File: src/rtl/frame_dispatch.sv
// Byte-stream frame assembler and dispatcher for the switch-side frame serial interface.
// Builds MSB-first frames and issues each one with a one-hot or broadcast load strobe.
module frame_dispatch #(
    parameter int NUM_SW_INST = 5,
    parameter int FRAME_WIDTH = 32,
    parameter int TIMEOUT_CYC = 16
) (
    input  logic                   clk,
    input  logic                   rst,
    input  logic                   byte_valid,
    input  logic [7:0]             byte_in,
    output logic                   byte_ready,
    output logic [NUM_SW_INST-1:0] load_out,
    output logic [FRAME_WIDTH-1:0] frame_out,
    output logic                   err_addr,
    output logic                   err_timeout,
    output logic [7:0]             err_cnt,
    output logic                   busy
);

    localparam int BYTES = FRAME_WIDTH / 8;
    localparam int CNT_W = $clog2(BYTES + 1);
    localparam int TMO_W = $clog2(TIMEOUT_CYC + 1);

    // Handshake: a byte transfers on a rising edge where byte_valid && byte_ready;
    // byte_ready drops only in ISSUE, and the source must hold its byte until taken.
    typedef enum logic [1:0] {
        IDLE    = 2'd0,
        COLLECT = 2'd1,
        ISSUE   = 2'd2
    } state_t;

    state_t                 state_q, state_d;
    logic [CNT_W-1:0]       cnt_q, cnt_d;
    logic [TMO_W-1:0]       tmo_q, tmo_d;
    logic [FRAME_WIDTH-1:0] asm_q, asm_d;
    logic [NUM_SW_INST-1:0] load_d;
    logic [7:0]             unit_id;
    logic                   accept;
    logic                   final_byte;
    logic                   id_valid;
    logic                   id_bcast;
    logic                   issue_go;
    logic                   addr_err;
    logic                   tmo_err;

    assign byte_ready = (state_q != ISSUE);
    assign busy       = (state_q != IDLE);
    assign accept     = byte_valid && byte_ready;

    always_comb begin
        state_d    = state_q;
        cnt_d      = cnt_q;
        tmo_d      = tmo_q;
        asm_d      = asm_q;
        issue_go   = 1'b0;
        addr_err   = 1'b0;
        tmo_err    = 1'b0;
        final_byte = 1'b0;

        if (accept && state_q == IDLE) begin
            asm_d = '0;
        end
        // Byte count selects the lane: count 0 lands in the top byte.
        if (accept) begin
            for (int i = 0; i < BYTES; i++) begin
                if (cnt_q == CNT_W'(BYTES - 1 - i)) begin
                    asm_d[i*8 +: 8] = byte_in;
                end
            end
        end

        unit_id  = asm_d[FRAME_WIDTH-1 -: 8];
        id_valid = ({24'd0, unit_id} < 32'(NUM_SW_INST));
        id_bcast = (unit_id == 8'hFF);
        for (int i = 0; i < NUM_SW_INST; i++) begin
            load_d[i] = id_bcast || (unit_id == 8'(i));
        end

        final_byte = accept && (cnt_q == CNT_W'(BYTES - 1));

        case (state_q)
            IDLE: begin
                tmo_d = '0;
                if (accept) begin
                    state_d = COLLECT;
                    cnt_d   = CNT_W'(1);
                end
            end
            COLLECT: begin
                if (accept) begin
                    tmo_d = '0;
                    cnt_d = cnt_q + CNT_W'(1);
                end else if (tmo_q == TMO_W'(TIMEOUT_CYC - 1)) begin
                    tmo_err = 1'b1;
                    state_d = IDLE;
                    cnt_d   = '0;
                    tmo_d   = '0;
                end else begin
                    tmo_d = tmo_q + TMO_W'(1);
                end
            end
            ISSUE: begin
                state_d = IDLE;
            end
            default: begin
                state_d = IDLE;
            end
        endcase

        if (final_byte) begin
            cnt_d = '0;
            tmo_d = '0;
            if (id_valid || id_bcast) begin
                issue_go = 1'b1;
                state_d  = ISSUE;
            end else begin
                addr_err = 1'b1;
                state_d  = IDLE;
            end
        end
    end

    always_ff @(posedge clk or posedge rst) begin
        if (rst) begin
            state_q     <= IDLE;
            cnt_q       <= '0;
            tmo_q       <= '0;
            asm_q       <= '0;
            load_out    <= '0;
            frame_out   <= '0;
            err_addr    <= 1'b0;
            err_timeout <= 1'b0;
            err_cnt     <= 8'd0;
        end else begin
            state_q     <= state_d;
            cnt_q       <= cnt_d;
            tmo_q       <= tmo_d;
            asm_q       <= asm_d;
            load_out    <= issue_go ? load_d : '0;
            err_addr    <= addr_err;
            err_timeout <= tmo_err;
            if (issue_go) begin
                frame_out <= asm_d;
            end
            if ((addr_err || tmo_err) && err_cnt != 8'hFF) begin
                err_cnt <= err_cnt + 8'd1;
            end
        end
    end

endmodule

File: config.mk
export PLATFORM = sky130hd
export DESIGN_NAME = frame_dispatch
export DESIGN_NICKNAME = d
export VERILOG_FILES = /design/src/rtl/frame_dispatch.sv
export SDC_FILE = /design/constraint.sdc
export NUM_CORES = 1
export LEC_CHECK = 0
export ABC_AREA = 1
export ABC_CLOCK_PERIOD_IN_PS = 6010
export BUFFER_PORTS_ARGS = -buffer_cell sky130_fd_sc_hd__buf_4
export CAP_MARGIN = 10
export CORE_MARGIN = 2
export CORE_UTILIZATION = 27
export DETAILED_ROUTE_END_ITERATION = 8
export PLACE_DENSITY_LB_ADDON = 0.05
export REMOVE_ABC_BUFFERS = 1
export SETUP_SLACK_MARGIN = 0.5
export SLEW_MARGIN = 15
export SYNTH_ARGS = -nofsm -noshare
export SYNTH_HDL_FRONTEND = slang
export SYNTH_SLANG_ARGS = --single-unit
File: constraint.sdc
create_clock -name clk -period 6.01 [get_ports clk]
set_clock_uncertainty 0.1 [all_clocks]
set_input_delay 1.202 -clock clk [delete_from_list [all_inputs] [get_ports clk]]
set_output_delay 1.202 -clock clk [all_outputs]
set_load 0.05 [all_outputs]
; ---- Word-level counts from Yosys, hierarchy flattened
; Index checks and enable logic that the tools add are counted.
[word_totals]
out_inout_bits = 49
elab_cells = 76
in_bits = 11
regBits = 89
[op_classes]
muxes = 29
addsub = 3
n_eq_ne = 16
reduce_logical = 18
order_cmp = 1
[ops]
columns = cell, n
row1 = 32-bit 2-to-1 mux, 2
row2 = 8-bit 2-to-1 mux, 4
row3 = 5-bit 2-to-1 mux, 4
row4 = "8-bit by 2-bit == test with 1-bit output, second input constant", 2
row5 = 3-bit 2-to-1 mux, 4
row6 = 2-bit 2-to-1 mux, 5
row7 = 5-bit case mux with 2 select lines, 1
row8 = "3-bit != test, second input constant", 3
row9 = "8-bit by 1-bit adder with 8-bit output, second input constant", 1
row10 = "8-bit by 1-bit == test with 1-bit output, second input constant", 1
row11 = "8-bit by 3-bit == test with 1-bit output, second input constant", 1
row12 = "8-bit == test, second input constant", 1
row13 = 8-bit zero test, 1
row14 = "8-bit by 3-bit < comparator with 1-bit output, second input constant", 1
row15 = "8-bit != test, second input constant", 1
row16 = 1-bit logical OR, 7
row17 = 1-bit 2-to-1 mux, 7
row18 = "3-bit by 2-bit == test with 1-bit output, second input constant", 2
row19 = 3-bit case mux with 2 select lines, 1
row20 = 3-bit AND reduction, 2
row21 = "5-bit by 1-bit adder with 5-bit output, second input constant", 1
row22 = "5-bit by 4-bit == test with 1-bit output, second input constant", 1
row23 = 1-bit logical AND, 4
row24 = "4-bit != test, second input constant", 1
row25 = 9 further kinds, 9

; ---- Longest topological paths before layout
[logic_depth]
ltp_word = 12
depth_mapped = 17
ltp_nobuf = 16

; ---- Least setup slack after synthesis
; No wires, ideal clock.
[synth_path]
path_kind = input-to-reg
startpoint = in byte_valid
endpoint = reg frame_out[30]
path_slack_ns = 3.210
setup_time_ns = 0.124
cell_stages = 14
required_time_ns = 5.786
path_buffers = 3
t_arrival_ns = 2.575
cell_sequence = buf_4 > inv_2 > a21oi_1 > nand3_1 > nand2_1 > nand2_1 > nor2_1 > nand3_1 > nand2_1 > nand2_2 > buf_6 > buf_6 > nand2_1 > nand2_1
[synth_between]
elab_chain_cells = 9
elab_cells_between_ends = 11
classes_between = order compare: 1 / eq/ne: 1 / mux: 5 / reduce/logical: 4
[synth_lines]
columns = element, line_no
row1 = "start, declared", 10  ; input logic byte_valid,
row2 = 1-bit logical AND (*), 49  ; assign accept = byte_valid && byte_ready;
row3 = 1-bit logical AND, 61  ; if (accept && state_q == IDLE) begin
row4 = 32-bit 2-to-1 mux, 61
row5 = 8-bit 2-to-1 mux, 67  ; if (cnt_q == CNT_W'(BYTES - 1 - i)) begin
row6 = 32-bit 2-to-1 mux, 65  ; if (accept) begin
row7 = 8-bit by 3-bit < comparator with 1-bit output / 8-bit == test (equally long branches), "74, 75"
row8 = 1-bit logical OR, 114  ; if (id_valid || id_bcast) begin
row9 = 1-bit 2-to-1 mux, 114
row10 = 1-bit 2-to-1 mux, 111  ; if (final_byte) begin
row11 = "end signal, assigned", 144  ; frame_out <= asm_d;
row12 = "end, declared", 14  ; output logic [FRAME_WIDTH-1:0] frame_out,
; Every way passes the cells marked *; elsewhere a longest branch is shown, timed or not.
; A chain may end at the register's enable or synchronous reset.

; ---- Worst setup path after layout
; Ends and elaborated chain as after synthesis.

==> impl_metrics.json <==
{
  "status": "finished clean",
  "drc": 0,
  "required_ns": 6.12,
  "num_vias": 2746,
  "grt_pass1_wl_mm": 14.3,
  "cp_cell_sequence": "buf_4, nand2_4, nand2_1, nor2_1, nor2_2, nand2_1, nand2_1, nand3_1, nand2_1, nand2_2, clkinv_2, nand2_1, nand2_1",
  "avgRoutedWirePerCell_um": 13.6,
  "wl_mm": 8.67,
  "track_usage": 0.131,
  "antenna_found_initial": 0,
  "p_sw_uw": 737,
  "detail-route-antenna-nets": 0,
  "critPathLaunchType": "primary input",
  "cp_slowest_cell": "nand2_2",
  "cts.path.max_buffers": 2,
  "hpwl_mm": 6.00,
  "hp-class": "flip-flop to flip-flop",
  "synth_area_um2": 3610,
  "cp_max_fo": 48,
  "path_buf_inv": 2,
  "vias_per_cell": 4.30,
  "slew-limit-headroom": 0.374,
  "cp_top_family": "simple AND/OR/NAND/NOR gates",
  "p_sw_frac": 0.374,
  "insertion_delay_ns": 0.34,
  "fin_crit_sh": 0.629,
  "cts_root_buffer": "clkbuf_16",
  "die_area_um2": 14300,
  "path_clk_slew_ns": 0.06,
  "die_y_um": 120,
  "portBuffers": 59,
  "cts_sinks": 81,
  "synth_simple_gate_area_frac": 0.256,
  "synthXorXnorAreaFrac": 0.0145,
  "timing.rr.start": "cnt_q[0]",
  "synth-edff-count": 0,
  "firstDrtPassIters": 4,
  "power_frac_seq": 0.378,
  "die_x_um": 120,
  "cp_common_cell": "nand2_1",
  "grt_pass1_vias": 2760,
  "ctsHoldBuffers": 0,
  "cp.arrival_ns": 3.90,
  "synthMuxAreaShare": 0,
  "power_frac_clock": 0.288,
  "cts_tree": "done",
  "tightest_slew_ns": 0.936,
  "max_cap_viol_count": 0,
  "synth_flop_cell": "dfrtp_1",
  "initial_core_util": 0.275,
  "h-tree-depth": 3,
  "max_freq_mhz": 264,
  "layout_common_cells": "123 x nand2_1, 81 x dfrtp_1, 60 x buf_4, 39 x nand3_1, 30 x inv_1",
  "setup_viol": 0,
  "grt_overflow": 0,
  "peakVddDrop_uv": 159,
  "ioPinCount": 60,
  "synth_top_family_by_area": "simple AND/OR/NAND/NOR gates",
  "synth-compound-area-share": 0.0786,
  "synthAdderAreaFrac": 0.0242,
  "syn2layout_area_growth_pct": 24.6,
  "worstHoldStart": "frame_out[19]",
  "cts_setup_buffers": 0,
  "drv_slew": 0,
  "pwr-share-comb": 0.334,
  "drive_gt1_frac": 0.236,
  "cts_buffers": 9,
  "path_class": "primary input to flip-flop",
  "synth_cell_types": 34,
  "grt_max_degree": 49,
  "synthArstFlopShare": 1.00,
  "tns_ns": 0,
  "syn_inst": 398,
  "finish.net_count": 475,
  "hold_violations": 0,
  "coreArea_um2": 13100,
  "intPower_mw": 1.23,
  "ys_ff_latch": 81,
  "layout_min_cycle_time_ns": 3.78,
  "seq_area_frac_synth": 0.561,
  "p_leak_nw": 2.38,
  "dr.first_iter.drc_count": 124,
  "endpoint_kind": "flip-flop",
  "antenna_cells": 0,
  "critical_path.max_stage_delay_ns": 0.67,
  "cts_resized": 0,
  "routabilityCongestion": 0.764,
  "rsz0062_at_grt": "false",
  "avgSynthCellArea_um2": 9.08,
  "std_cell_rows": 42,
  "finalPower_mw": 1.97,
  "power_density_nw_per_um2": 437,
  "yosysWarnings": 0,
  "crit_start": "byte_valid",
  "layout_commonest_cell": "nand2_1"
}
-- kinds of logic after synthesis --
kind of cell	after synthesis
buffers and inverters	51
AND/OR/NAND/NOR	206
flip-flops	81
XOR/XNOR	6
AO/OA/AOI/OAI	47
adder cells (fa/ha/maj)	7
-- worst register-to-register path, stage by stage, from the launching register on --
cell and delay [ns]:
dfrtp_1 0.42, inv_1 0.12, ha_1 0.19, inv_1 0.08, nor2_4 0.14, nand3_4 0.16, nand2_1 0.14, nand2_2 0.10
nand2_1 0.08, nor2_1 0.05, nand2_2 0.10, nand2_1 0.07, nand2_2 0.67, clkinv_2 0.55, nand2_1 0.32, nand2_1 0.08
-- Yosys cell counts, types with 5 or more instances --
master     n  area (um2)
inv_2      5        18.8
nand2_2    8        50.1
buf_6      5        56.3
nand3_1   39         195
inv_1     31         116
nand2_1  123         462
a21oi_1    5        25.0
o21ai_0   27         135
dfrtp_1   81        2030
ha_1       7        87.6
nor2_1    20        75.1
o21ai_2    6        52.6
-- registers in the layout, indices dropped and copies added, names as in the netlist --
signal	cells
frame_out	32
asm_q	24
err_cnt	8
load_out	5
tmo_q	5
cnt_q	3
state_q	2
err_addr	1
err_timeout	1
-- per-stage QoR --
stage	instance area, um2	utilization	hold WS [ns]	std cells	worst slack, ns
after floorplan	3520	-	0.358	386	2.63
after global placement	4200	0.319	0.372	622	1.82
after detailed placement	4200	0.319	0.369	622	1.79
after CTS	4500	0.343	0.387	638	2.14
after global routing	4500	0.343	0.410	638	1.76
final	4500	0.343	0.377	638	2.23
-- power by group through the flow --
stage	clock network (mW)	registers (mW)	logic, mW
floorplan	0	0.903	0.328
global placement	0	0.755	0.664
detailed placement	0	0.757	0.661
CTS	0.589	0.746	0.666
global route	0.613	0.762	0.732
finish	0.568	0.744	0.657
-- routing by layer --
metal  vias to the layer above  wire length (um)  GRT usage
li1                       1391                 -          -
met1                      1304              4060      0.167
met2                        39              4160      0.208
met3                        12               252     0.0285
met4                         0               199     0.0684
met5                         -                 0          0
-- path summary, 6_finish.rpt --
check                                endpoint  slack, ns  cells past startpoint
worst max-delay path            frame_out[30]       2.23                     13
worst min-delay path            frame_out[19]       0.38                      2
worst max register to register  frame_out[30]       2.52                     15
worst min register to register  frame_out[19]       0.38                      2
max in group asynchronous           asm_q[18]       3.89                      3
min in group asynchronous        frame_out[0]       0.90                      2
-- area by class of cell --
type,instances,area [um2]
Fill cell,1419,8630
Clock buffer,14,274
Clock inverter,2,35.0
Multi-Input combinational cell,266,1350
Sequential cell,81,2030
Inverter,39,149
Tap cell,176,220
Timing Repair Buffer,60,450
Power figures use the tool's default switching activity.
